===== src/rtl/mux8_sched_pkg.sv =====
`default_nettype none
// ============================================================================
// Module   : mux8_sched_pkg
// Brief    : Shared state encodings, defaults and helpers for the 8:1 mux
//            round-robin scheduler.
// Revision : 1.0  initial release
// ============================================================================
package mux8_sched_pkg;

    localparam int unsigned c_hold_max_default = 4;
    localparam int unsigned c_cnt_w            = 8;

    typedef enum logic [1:0] {
        IDLE  = 2'd0,
        GRANT = 2'd1,
        GAP   = 2'd2
    } sched_state_t;

    // The mux routes input bit 7 on select 0, so the code is mirrored.
    function automatic logic [2:0] sel_of(input logic [2:0] idx);
        return 3'd7 - idx;
    endfunction

    function automatic logic [7:0] onehot8(input logic [2:0] idx);
        return 8'b0000_0001 << idx;
    endfunction

endpackage
`default_nettype wire


===== src/rtl/mux8_rr_scheduler_rr_pick.sv =====
`default_nettype none
// ============================================================================
// Module   : rr_pick
// Brief    : Combinational round-robin picker: first set request bit found
//            scanning upward from ptr, wrapping 7 -> 0.
// Revision : 1.0  initial release
// ============================================================================
module rr_pick (
    input  logic [7:0] req,
    input  logic [2:0] ptr,
    output logic       valid,
    output logic [2:0] idx
);

    // Scan from farthest to nearest so the nearest set bit wins last.
    always_comb begin
        valid = 1'b0;
        idx   = ptr;
        for (int k = 7; k >= 0; k--) begin
            if (req[ptr + 3'(k)]) begin
                valid = 1'b1;
                idx   = ptr + 3'(k);
            end
        end
    end

endmodule
`default_nettype wire


===== src/rtl/mux8_rr_scheduler.sv =====
`default_nettype none
// ============================================================================
// Module   : mux8_rr_scheduler
// Brief    : Round-robin scheduler for an 8:1 mux with per-grant hold limit
//            and a one-cycle gap between grants; all outputs registered.
// Revision : 1.0  initial release
// ============================================================================
module mux8_rr_scheduler
    import mux8_sched_pkg::*;
#(
    parameter int unsigned HOLD_MAX = c_hold_max_default
) (
    input  logic       clk,
    input  logic       rst,
    input  logic [7:0] req,
    output logic [2:0] sel,
    output logic       en,
    output logic [7:0] gnt,
    output logic       busy
);

    localparam logic [c_cnt_w-1:0] c_hold_lim = c_cnt_w'(HOLD_MAX);

    sched_state_t       r_state;
    sched_state_t       w_state_nxt;
    logic [2:0]         r_ptr;
    logic [2:0]         w_ptr_nxt;
    logic [c_cnt_w-1:0] r_cnt;
    logic [c_cnt_w-1:0] w_cnt_nxt;
    logic [2:0]         r_sel;
    logic [2:0]         w_sel_nxt;
    logic               r_en;
    logic               w_en_nxt;
    logic [7:0]         r_gnt;
    logic [7:0]         w_gnt_nxt;
    logic               r_busy;
    logic               w_busy_nxt;

    logic               w_pick_valid;
    logic [2:0]         w_pick_idx;
    logic [2:0]         w_cur_idx;
    logic               w_hold_done;

    rr_pick u_pick (
        .req   (req),
        .ptr   (r_ptr),
        .valid (w_pick_valid),
        .idx   (w_pick_idx)
    );

    // The registered select already encodes the granted requester.
    assign w_cur_idx   = 3'd7 - r_sel;
    assign w_hold_done = (r_cnt == c_hold_lim);

    always_comb begin
        w_state_nxt = r_state;
        w_ptr_nxt   = r_ptr;
        w_cnt_nxt   = r_cnt;
        w_sel_nxt   = r_sel;
        w_en_nxt    = r_en;
        w_gnt_nxt   = r_gnt;
        w_busy_nxt  = r_busy;

        case (r_state)
            IDLE, GAP: begin
                w_state_nxt = IDLE;
                w_en_nxt    = 1'b0;
                w_gnt_nxt   = 8'h00;
                w_busy_nxt  = 1'b0;
                w_cnt_nxt   = '0;
                if (w_pick_valid) begin
                    w_state_nxt = GRANT;
                    w_en_nxt    = 1'b1;
                    w_gnt_nxt   = onehot8(w_pick_idx);
                    w_sel_nxt   = sel_of(w_pick_idx);
                    w_busy_nxt  = 1'b1;
                    w_cnt_nxt   = c_cnt_w'(1);
                end
            end
            GRANT: begin
                if (!req[w_cur_idx] || w_hold_done) begin
                    w_state_nxt = GAP;
                    w_en_nxt    = 1'b0;
                    w_gnt_nxt   = 8'h00;
                    w_busy_nxt  = 1'b1;
                    w_cnt_nxt   = '0;
                    w_ptr_nxt   = w_cur_idx + 3'd1;
                end else begin
                    w_cnt_nxt   = r_cnt + c_cnt_w'(1);
                end
            end
            default: begin
                w_state_nxt = IDLE;
                w_en_nxt    = 1'b0;
                w_gnt_nxt   = 8'h00;
                w_busy_nxt  = 1'b0;
                w_cnt_nxt   = '0;
            end
        endcase
    end

    always_ff @(posedge clk or posedge rst) begin
        if (rst) begin
            r_state <= IDLE;
            r_ptr   <= 3'd0;
            r_cnt   <= '0;
            r_sel   <= 3'b000;
            r_en    <= 1'b0;
            r_gnt   <= 8'h00;
            r_busy  <= 1'b0;
        end else begin
            r_state <= w_state_nxt;
            r_ptr   <= w_ptr_nxt;
            r_cnt   <= w_cnt_nxt;
            r_sel   <= w_sel_nxt;
            r_en    <= w_en_nxt;
            r_gnt   <= w_gnt_nxt;
            r_busy  <= w_busy_nxt;
        end
    end

    assign sel  = r_sel;
    assign en   = r_en;
    assign gnt  = r_gnt;
    assign busy = r_busy;

endmodule
`default_nettype wire


===== config.mk =====
export PLATFORM = sky130hd
export DESIGN_NAME = mux8_rr_scheduler
export DESIGN_NICKNAME = d
export VERILOG_FILES = /design/src/rtl/mux8_sched_pkg.sv /design/src/rtl/mux8_rr_scheduler_rr_pick.sv /design/src/rtl/mux8_rr_scheduler.sv
export SDC_FILE = /design/constraint.sdc
export NUM_CORES = 1
export LEC_CHECK = 0
export ABC_AREA = 1
export CELL_PAD_IN_SITES_DETAIL_PLACEMENT = 0
export CELL_PAD_IN_SITES_GLOBAL_PLACEMENT = 1
export CORE_UTILIZATION = 30
export DETAILED_ROUTE_END_ITERATION = 10
export PLACE_DENSITY = 0.7
export SETUP_SLACK_MARGIN = 0.4
export SYNTH_ARGS = -nofsm -noshare
export SYNTH_HDL_FRONTEND = slang
export SYNTH_SLANG_ARGS = --single-unit
export TNS_END_PERCENT = 1

===== constraint.sdc =====
create_clock -name clk -period 5.3 [get_ports clk]
set_input_delay 1.325 -clock clk [delete_from_list [all_inputs] [get_ports clk]]
set_output_delay 1.325 -clock clk [all_outputs]
set_load 0.005 [all_outputs]

==> flow_summary.ini <==
[synth]
syn_inst = 267
synth_top_family_by_area = simple AND/OR/NAND/NOR gates
synthMuxAreaShare = 0
syn-num-nets = 282
synth_cell_type_count = 28
synth-adder-area-share = 0.03320
ys_seq_area_frac = 0.3453
ys_warn_count = 0
yosys-top-cells-area = dfrtp_1 35%, nand2_1 19%, nand3_1 9.8%
netlist_area_um2 = 1884
synth-simple-area-share = 0.4097
yosysTopAreaCell = dfrtp_1
synthXorXnorAreaFrac = 0.04648
synth_compound_area_frac = 0.07371
yosysTopAreaCellShare = 0.3453
ys_ff_latch = 26
syn_avg_cell_area_um2 = 7.057

[status]
status = finished clean

[min_path]
min_to = gnt[6]
holdCritStartpoint = gnt[6]
hp-class = reg -> reg
min_path_cells = 2

[grt]
grt_pass1_wl_um = 7610
grtUsageTotal = 0.1507
grt_overflow_total = 0
antenna_found_initial = 0
grt_max_degree = 27
grt_pass1_vias = 1658

[clock_tree]
postCtsSetupRepairBufs = 0
clkLatencyLatePin_ns = 0.27
clkTransAtPathRegs_ns = 0.08
cts-root-buf = clkbuf_8
cts_buffers = 3
cts_hold_buf = 0
cts_tree = yes
cts.repair.resized = 0
cts.sinks = 26
cts_max_level = 1
clockBufferDepth = 2

[setup_path]
crit_fanout = 9
crit_path_end_kind = register
startpoint_type = input pin
rr_endpoint = gnt[5]
r2r_slack_ns = 2.46
cp.required_ns = 5.47
crit_type = in -> reg
r2r_start = r_ptr[0]
crit_arrival_ns = 3.16
reg2regPathDepth = 13

[route]
wl_um = 4425
ant_nets = 0
num_vias = 1678
route.detailed.drc = 0
drtIter0Drc = 58
via_per_inst = 4.623
wl_per_cell_um = 12.19
first_pass_iters = 4

[floorplanning]
die-area_um2 = 6602
core-area_um2 = 5991
die_h_um = 81.25
start_util = 0.3145
io_pins = 23
die_x_um = 81.25
rows = 28

[sta]
fin_worst_skew_ns = 0.001899
fin_crit_ns = 2.995
max_freq_ghz = 0.3339
fin_crit_sh = 0.5652
fin_setup_tns_ns = 0
tightest_slew_ns = 0.9960
max_slew_margin = 0.3353
slew_violations = 0
hold_viol = 0
setup-violations-final = 0
rsz0062_at_grt = false

[placement]
dp_hpwl_um = 3574
portBuffers = 22
place_congestion = 0.7663
placed_area_um2 = 2160
dp_cells = 360

[final_layout]
area_delta_synth_final_pct = 16.80
instances_no_fill = 363
design_area_um2 = 2201
antenna_cells = 0
layout.nets = 305
drive_gt1_frac = 0.1354

[flow_run]
drv_cap = 0
registers in the layout, indices dropped and copies added (netlist names):
name / count
r_ptr: 3
en: 1
busy: 1
r_state: 2
sel: 3
gnt: 8
r_cnt: 8
layout by cell type (no fill, tap or decap), types with 5 or more instances in the layout:
| cell | instances |
|---|---|
| a21oi_1 | 8 |
| clkdlybuf4s50_1 | 22 |
| dfrtp_1 | 26 |
| ha_1 | 5 |
| inv_1 | 24 |
| inv_2 | 10 |
| nand2_1 | 94 |
| nand2_2 | 8 |
| nand3_1 | 37 |
| nand3_2 | 5 |
| nor2_1 | 13 |
| o21ai_0 | 10 |
through the flow:
step / hold slack, ns / setup slack (ns) / utilization
after floorplan: 0.4724 / 2.805 / -
after global placement: 0.4754 / 1.989 / 0.3605
after detailed placement: 0.4725 / 2.024 / 0.3605
after CTS: 0.4976 / 2.306 / 0.3674
after global routing: 0.5200 / 2.081 / 0.3674
final: 0.4896 / 2.305 / 0.3674
kinds of logic (layout without fill, tap and decap cells):
family,after synthesis,in the layout
adders and majority gates,5,5
and+or+nand+nor,167,167
buffers and inverters,39,60
DFF,26,26
xor gates and xnor gates,7,7
AOI/OAI and AO/OA,23,23
routing by layer:
metal  GRT usage  up-vias  routed length (um)
met4     0.03750        0                  46
met3     0.01124        5                  44
met1      0.1920      771                2158
li1            -      892                   -
met5           0        -                   0
met2      0.2731       10                2174
Yosys cell counts (all sizes together):
| master | instances |
|---|---|
| dfrtp | 26 |
| nor4 | 1 |
| xnor2 | 2 |
| o21ai | 11 |
| and2 | 1 |
| inv | 35 |
| xor2 | 5 |
| o22a | 1 |
| a21oi | 10 |
| nand3 | 42 |
| ha | 5 |
| o22ai | 1 |
| buf | 4 |
| nand2 | 105 |
| nor2 | 16 |
| nand4 | 2 |
layout make-up:
class / count / area, um2
inverters: 35 / 133.9
well taps: 75 / 93.84
flip-flops and latches: 26 / 650.6
fillers: 673 / 3790
multi-input cells: 202 / 1061
clock buffers: 3 / 41.29
repair buffers: 22 / 220.2
critical path: stages:
cell	delay, ns
clkdlybuf4s50_1	0.47
nand2_1	0.12
nand3_1	0.12
nand3_1	0.17
nand2_1	0.12
inv_1	0.11
nand4_1	0.16
o21ai_4	0.31
nor2_2	0.12
nand2_1	0.09
nand2_1	0.05
how the worst max path moves through the flow:
stage,from,end,slack (ns)
after global placement,req[3],gnt[5],1.99
after detailed placement,req[7],gnt[5],2.02
after floorplan,req[7],busy,2.81
after global routing,req[1],gnt[5],2.08
final,req[1],gnt[5],2.30
after CTS,req[1],gnt[5],2.31
Power is not shown: default switching activity piles up to over one toggle a cycle in this logic, so the estimate is an artifact.
